--- config.mk ---
export PLATFORM = sky130hd
export DESIGN_NAME = matrix_gen_ctrl
export DESIGN_NICKNAME = d
export VERILOG_FILES = /design/src/rtl/matrix_gen_ctrl.sv
export SDC_FILE = /design/constraint.sdc
export NUM_CORES = 1
export LEC_CHECK = 0
export CAP_MARGIN = 20
export CORE_MARGIN = 2
export CORE_UTILIZATION = 38
export CTS_CLUSTER_SIZE = 10
export DETAILED_ROUTE_END_ITERATION = 8
export DONT_BUFFER_PORTS = 1
export SLEW_MARGIN = 30
export SYNTH_ARGS = -nofsm -noshare
export SYNTH_HDL_FRONTEND = slang
export SYNTH_SLANG_ARGS = --single-unit
--- constraint.sdc ---
create_clock -name clk -period 3.79 [get_ports clk]
set_clock_uncertainty 0.2 [all_clocks]
set_input_delay 0.5685 -clock clk [delete_from_list [all_inputs] [get_ports clk]]
set_output_delay 0.5685 -clock clk [all_outputs]
set_load 0.05 [all_outputs]
--- src/rtl/matrix_gen_ctrl.sv ---
// matrix_gen_ctrl: sequencer between the command parser and the random matrix
// generator. Validates a generate command, starts the generator, stores its
// element stream into round-robin storage slots, emits per-matrix metadata and
// reports completion or a coded error.
module matrix_gen_ctrl #(
  parameter int MAX_DIM   = 5,
  parameter int MAX_COUNT = 8,
  parameter int NUM_SLOTS = 8,
  parameter int TIMEOUT   = 255
) (
  input  logic       clk,
  input  logic       rst_n,
  input  logic       cmd_valid,
  output logic       cmd_ready,
  input  logic [2:0] cmd_m,
  input  logic [2:0] cmd_n,
  input  logic [3:0] cmd_count,
  input  logic [7:0] cmd_min,
  input  logic [7:0] cmd_max,
  output logic       gen_start,
  output logic [2:0] gen_m,
  output logic [2:0] gen_n,
  output logic [3:0] gen_count,
  output logic [7:0] gen_min,
  output logic [7:0] gen_max,
  input  logic       gen_write_en,
  input  logic [7:0] gen_data,
  input  logic       gen_done,
  output logic       store_we,
  output logic [7:0] store_addr,
  output logic [7:0] store_data,
  output logic       meta_we,
  output logic [2:0] meta_slot,
  output logic [2:0] meta_m,
  output logic [2:0] meta_n,
  output logic       done,
  output logic [2:0] first_slot,
  output logic       err,
  output logic [2:0] err_code
);

  typedef enum logic [2:0] {
    S_IDLE, S_CHECK, S_START, S_RUN, S_FINISH, S_ERROR
  } state_e;

  localparam logic [7:0] STRIDE    = 8'(MAX_DIM * MAX_DIM);
  localparam logic [2:0] DIM_MAX   = 3'(MAX_DIM);
  localparam logic [3:0] CNT_MAX   = 4'(MAX_COUNT);
  localparam logic [2:0] SLOT_LAST = 3'(NUM_SLOTS - 1);
  localparam logic [7:0] TMO_LIM   = 8'(TIMEOUT);

  localparam logic [2:0] ERR_DIM   = 3'd1;
  localparam logic [2:0] ERR_COUNT = 3'd2;
  localparam logic [2:0] ERR_RANGE = 3'd3;
  localparam logic [2:0] ERR_TMO   = 3'd4;
  localparam logic [2:0] ERR_SHORT = 3'd5;

  state_e state_q, state_d;

  logic [2:0] m_q, m_d, n_q, n_d;
  logic [3:0] count_q, count_d;
  logic [7:0] min_q, min_d, max_q, max_d;
  logic [2:0] slot_q, slot_d;
  logic [4:0] idx_q, idx_d, idx_nx;
  logic [3:0] mat_q, mat_d, mat_nx;
  logic [7:0] tmo_q, tmo_d;
  logic [2:0] first_slot_q, first_slot_d;
  logic [2:0] err_code_q, err_code_d;
  logic       store_we_q, store_we_d;
  logic [7:0] store_addr_q, store_addr_d;
  logic [7:0] store_data_q, store_data_d;
  logic       meta_we_q, meta_we_d;
  logic [2:0] meta_slot_q, meta_slot_d;
  logic [2:0] meta_m_q, meta_m_d, meta_n_q, meta_n_d;
  logic       cmd_ready_q, cmd_ready_d;
  logic       gen_start_q, gen_start_d;
  logic       done_q, done_d;
  logic       err_q, err_d;

  // Elements per matrix; 3x3 bits never exceeds 6 bits.
  logic [5:0] elems;
  logic       last_elem;
  logic       dim_bad, cnt_bad, range_bad;

  assign elems     = {3'b000, m_q} * {3'b000, n_q};
  assign last_elem = ({1'b0, idx_q} == elems - 6'd1);
  assign dim_bad   = (m_q == 3'd0) || (m_q > DIM_MAX) || (n_q == 3'd0) || (n_q > DIM_MAX);
  assign cnt_bad   = (count_q == 4'd0) || (count_q > CNT_MAX);
  assign range_bad = (min_q > max_q);

  // State register.
  // NOTE: sequential state uses non-blocking assignments so every flop samples
  // pre-edge values regardless of block ordering.
  always_ff @(posedge clk or negedge rst_n) begin
    if (!rst_n) state_q <= S_IDLE;
    else        state_q <= state_d;
  end

  // Next-state and datapath: command capture, checks, element capture.
  // NOTE: every signal gets a default first, so no path leaves one unassigned
  // and no latch is inferred.
  always_comb begin
    state_d      = state_q;
    m_d          = m_q;
    n_d          = n_q;
    count_d      = count_q;
    min_d        = min_q;
    max_d        = max_q;
    slot_d       = slot_q;
    idx_d        = idx_q;
    mat_d        = mat_q;
    tmo_d        = tmo_q;
    first_slot_d = first_slot_q;
    err_code_d   = err_code_q;
    store_we_d   = 1'b0;
    store_addr_d = store_addr_q;
    store_data_d = store_data_q;
    meta_we_d    = 1'b0;
    meta_slot_d  = meta_slot_q;
    meta_m_d     = meta_m_q;
    meta_n_d     = meta_n_q;
    idx_nx       = idx_q;
    mat_nx       = mat_q;

    unique case (state_q)
      S_IDLE: begin
        if (cmd_valid) begin
          m_d        = cmd_m;
          n_d        = cmd_n;
          count_d    = cmd_count;
          min_d      = cmd_min;
          max_d      = cmd_max;
          err_code_d = 3'd0;
          state_d    = S_CHECK;
        end
      end
      S_CHECK: begin
        if (dim_bad) begin
          err_code_d = ERR_DIM;
          state_d    = S_ERROR;
        end else if (cnt_bad) begin
          err_code_d = ERR_COUNT;
          state_d    = S_ERROR;
        end else if (range_bad) begin
          err_code_d = ERR_RANGE;
          state_d    = S_ERROR;
        end else begin
          first_slot_d = slot_q;
          state_d      = S_START;
        end
      end
      S_START: begin
        idx_d   = 5'd0;
        mat_d   = 4'd0;
        tmo_d   = 8'd0;
        state_d = S_RUN;
      end
      S_RUN: begin
        if (gen_write_en) begin
          store_we_d   = 1'b1;
          store_data_d = gen_data;
          store_addr_d = {5'b00000, slot_q} * STRIDE + {3'b000, idx_q};
          tmo_d        = 8'd0;
          if (last_elem) begin
            idx_nx      = 5'd0;
            mat_nx      = mat_q + 4'd1;
            meta_we_d   = 1'b1;
            meta_slot_d = slot_q;
            meta_m_d    = m_q;
            meta_n_d    = n_q;
            slot_d      = (slot_q == SLOT_LAST) ? 3'd0 : slot_q + 3'd1;
          end else begin
            idx_nx = idx_q + 5'd1;
          end
        end
        idx_d = idx_nx;
        mat_d = mat_nx;
        // Completion is judged after the coincident element, if any.
        if (gen_done) begin
          if ((mat_nx != count_q) || (idx_nx != 5'd0)) begin
            err_code_d = ERR_SHORT;
            state_d    = S_ERROR;
          end else begin
            state_d = S_FINISH;
          end
        end else if (!gen_write_en) begin
          if (tmo_q + 8'd1 == TMO_LIM) begin
            err_code_d = ERR_TMO;
            state_d    = S_ERROR;
          end else begin
            tmo_d = tmo_q + 8'd1;
          end
        end
      end
      S_FINISH: state_d = S_IDLE;
      S_ERROR:  state_d = S_IDLE;
      default:  state_d = S_IDLE;
    endcase
  end

  // Output decode: strobes registered from the next state so outputs are
  // glitch-free and all zero while reset is asserted.
  always_comb begin
    cmd_ready_d = (state_d == S_IDLE);
    gen_start_d = (state_d == S_START);
    done_d      = (state_d == S_FINISH);
    err_d       = (state_d == S_ERROR);
  end

  // Datapath and output registers.
  always_ff @(posedge clk or negedge rst_n) begin
    if (!rst_n) begin
      m_q          <= '0;
      n_q          <= '0;
      count_q      <= '0;
      min_q        <= '0;
      max_q        <= '0;
      slot_q       <= '0;
      idx_q        <= '0;
      mat_q        <= '0;
      tmo_q        <= '0;
      first_slot_q <= '0;
      err_code_q   <= '0;
      store_we_q   <= 1'b0;
      store_addr_q <= '0;
      store_data_q <= '0;
      meta_we_q    <= 1'b0;
      meta_slot_q  <= '0;
      meta_m_q     <= '0;
      meta_n_q     <= '0;
      cmd_ready_q  <= 1'b0;
      gen_start_q  <= 1'b0;
      done_q       <= 1'b0;
      err_q        <= 1'b0;
    end else begin
      m_q          <= m_d;
      n_q          <= n_d;
      count_q      <= count_d;
      min_q        <= min_d;
      max_q        <= max_d;
      slot_q       <= slot_d;
      idx_q        <= idx_d;
      mat_q        <= mat_d;
      tmo_q        <= tmo_d;
      first_slot_q <= first_slot_d;
      err_code_q   <= err_code_d;
      store_we_q   <= store_we_d;
      store_addr_q <= store_addr_d;
      store_data_q <= store_data_d;
      meta_we_q    <= meta_we_d;
      meta_slot_q  <= meta_slot_d;
      meta_m_q     <= meta_m_d;
      meta_n_q     <= meta_n_d;
      cmd_ready_q  <= cmd_ready_d;
      gen_start_q  <= gen_start_d;
      done_q       <= done_d;
      err_q        <= err_d;
    end
  end

  assign cmd_ready  = cmd_ready_q;
  assign gen_start  = gen_start_q;
  assign gen_m      = m_q;
  assign gen_n      = n_q;
  assign gen_count  = count_q;
  assign gen_min    = min_q;
  assign gen_max    = max_q;
  assign store_we   = store_we_q;
  assign store_addr = store_addr_q;
  assign store_data = store_data_q;
  assign meta_we    = meta_we_q;
  assign meta_slot  = meta_slot_q;
  assign meta_m     = meta_m_q;
  assign meta_n     = meta_n_q;
  assign done       = done_q;
  assign first_slot = first_slot_q;
  assign err        = err_q;
  assign err_code   = err_code_q;

endmodule

==> impl_metrics.toml <==
[final_layout]
layout_commonest_cell = "dfrtp_1"
nets = 571
antennaDiodeCount = 0
most-common-layout-cells = "dfrtp_1 (82), nand2_1 (80), ha_1 (36), o21ai_0 (35)"
fillers = 1195
multi_input_area_um2 = 2560
area_growth_pct = 14.1
layout-drive-gt1-share = 0.177
regArea_um2 = 2160

[detailed_routing]
drtAntennaViolNets = 0
vias_per_cell = 5.27
vias = 3525
routedWlPerCell_um = 15.3
drt_wl_total_mm = 10.2
dr.pass1.iters = 4
drt-initial-drc-count = 163
drc = 0

[yosys]
synth_area_um2 = 4850
async_flop_share = 1.00
synthMuxAreaShare = 0.0694
postSynthCellCount = 481
synth-compound-area-share = 0.149
synth_seq_area_share = 0.444
synthFlopType = "dfrtp_1"
synth_xor_xnor_area_share = 0.0372
synthAdderAreaFrac = 0.108
yosys.area_share.simple = 0.153
yosysWarningCount = 0
synthesis.nets = 560
synth_seq_cells = 86
synth_edf_count = 0
ys_types = 59
syn_avg_cell_area_um2 = 10.1
synth_top_family_by_area = "simple AND/OR/NAND/NOR gates"

[die]
fp-row-count = 41
die_w_um = 117
core_um2 = 12500
initial_core_util = 0.387
dieArea_um2 = 13700
die_h_um = 117
io_pins = 102

[sta]
finalSetupViolCount = 0
holdWs_ps = 132
worst_slack_ps = 40.6
fmax_mhz = 267
period_share = 0.989
slew_headroom = 0.463
worstMarginPinSlew_ps = 802
grt_setup_unrepaired = "true"
min_period_ps = 3750
hold_violations = 0
slew_violations = 0

[cts]
htree_levels = 3
cts_buffer_depth = 2
cts_tree = "built"
clkSinkCount = 86
cts.clk_slew.worst_paths_ps = 60
clock_latency_ps = 340
cts_made_buffers = 9
cts_root_buffer = "clkbuf_16"

[place]
place_congestion = 0.867
port_buffers = 0
dp_hpwl_mm = 7.40
pre_cts_ws_ps = 53.0

[critical_path]
required_ps = 3830
arrival_ps = 3790
cp_max_fo = 8
start_kind = "flop"
worstSetupEndpointType = "flop"
critPathKind = "flop to flop"

[run]
maxCapViolations = 0

[global_routing]
grt_pass1_vias = 3603
grt_max_degree = 87
track_usage = 0.160
grt_overflow = 0
antenna_found_initial = 0
grt_pass1_wl_mm = 17.2

[power]
p_leak_nw = 2.55
power_density_nw_per_um2 = 1020
peakVddDrop_v = 0.000563
power_w = 0.00567

[worst_hold_path]
hp-class = "input pin to flop"

[status]
status = "finished, final reports clean"
==> critical path: stages, from the launching register on <==
cell       delay, ps
dfrtp_2          450
nand2_2          100
ha_4             200
fa_1             470
fa_2             360
xnor3_1          410
a2111oi_4        390
o221a_4          300
nand3_2          110
a22oi_2          210
nand3_2          130
a2111oi_4        320
==> stage by stage <==
stage / instance area [um2] / std cells / utilization / setup TNS [ps]
after global placement: 5090 / 647 / 0.407 / 0
after detailed placement: 5090 / 647 / 0.407 / 0
after floorplan: 4860 / 481 / - / 0
after CTS: 5440 / 665 / 0.435 / 0
after global routing: 5530 / 669 / 0.442 / -401
final: 5530 / 669 / 0.442 / 0
==> state kept, by name, summed over array words and instances (netlist names), 4 cells and up <==
signal      count
store_data      8
idx_q           5
mat_q           4
gen_min         8
gen_count       4
store_addr      8
tmo_q           8
gen_max         8
==> cell families (layout without fill, tap and decap cells) <==
logic type                 after synthesis  after routing
and+or+nand+nor                        157            157
AOI/OAI and AO/OA                      103            103
DFF                                     86             86
buffers and inverters                   46             62
adders and majority gates               40             40
muxes                                   30             30
xor gates and xnor gates                19             19
==> power by group <==
part,internal (W),switching [W]
logic,0.00105,0.00127
registers,0.00123,0.00120
clock network,0.000563,0.000346
total,0.00285,0.00282
==> routing by layer <==
metal  global-route usage  wire, um
met1                0.205      4530
met2                0.250      4840
met3               0.0566       635
met4               0.0604       200
met5                    0         0
==> path summary, 6_finish.rpt <==
| kind | from | to | slack, ps | cells after the start |
|---|---|---|---|---|
| worst max-delay path | gen_n[1]$_DFFE_PN0P_ | done$_DFF_PN0_ | 40 | 11 |
| worst min-delay path | gen_data[0] | store_data[0]$_DFFE_PN0P_ | 130 | 2 |
| worst max register to register | gen_n[1]$_DFFE_PN0P_ | done$_DFF_PN0_ | 40 | 11 |
| worst min register to register | tmo_q[7]$_DFFE_PN0P_ | tmo_q[7]$_DFFE_PN0P_ | 350 | 2 |
| max in group asynchronous | rst_n | gen_m[1]$_DFFE_PN0P_ | 2470 | 2 |
| min in group asynchronous | rst_n | meta_m[2]$_DFFE_PN0P_ | 600 | 2 |
==> cell usage after synthesis, types with 3 or more instances <==
cell	count	area, um2
a211oi_1	3	22.5
a21o_1	9	67.6
a21oi_1	18	90.1
a22o_1	8	70.1
and2_1	3	18.8
and3_1	3	18.8
buf_2	3	15.0
clkbuf_1	11	41.3
dfrtp_1	86	2150
fa_1	3	60.1
ha_1	37	463
inv_1	29	109
mux2_2	29	327
nand2_1	84	315
nand2b_1	4	25.0
nand3_1	12	60.1
nand3b_1	4	30.0
nand4_1	4	25.0
nor2_1	15	56.3
nor2b_1	3	18.8
nor3_1	10	50.1
o21ai_0	36	180
o31ai_1	4	30.0
or3_1	4	25.0
xnor2_1	11	96.3
xor2_1	7	61.3
==> layout make-up <==
type | instances | area share
clock inverters | 3 | 0.00769
multi-input cells | 349 | 0.463
repair buffers | 17 | 0.0323
well taps | 172 | 0.0389
inverters | 29 | 0.0197
flip-flops and latches | 86 | 0.390
clock buffers | 13 | 0.0488
==> timing repair <==
item	CTS	global route
setup endpoints to repair	0	6
hold endpoints to repair	86	0
gates resized for setup	0	14
hold buffers	2	0
buffers inserted	0	4
Power figures use the tool's default switching activity.
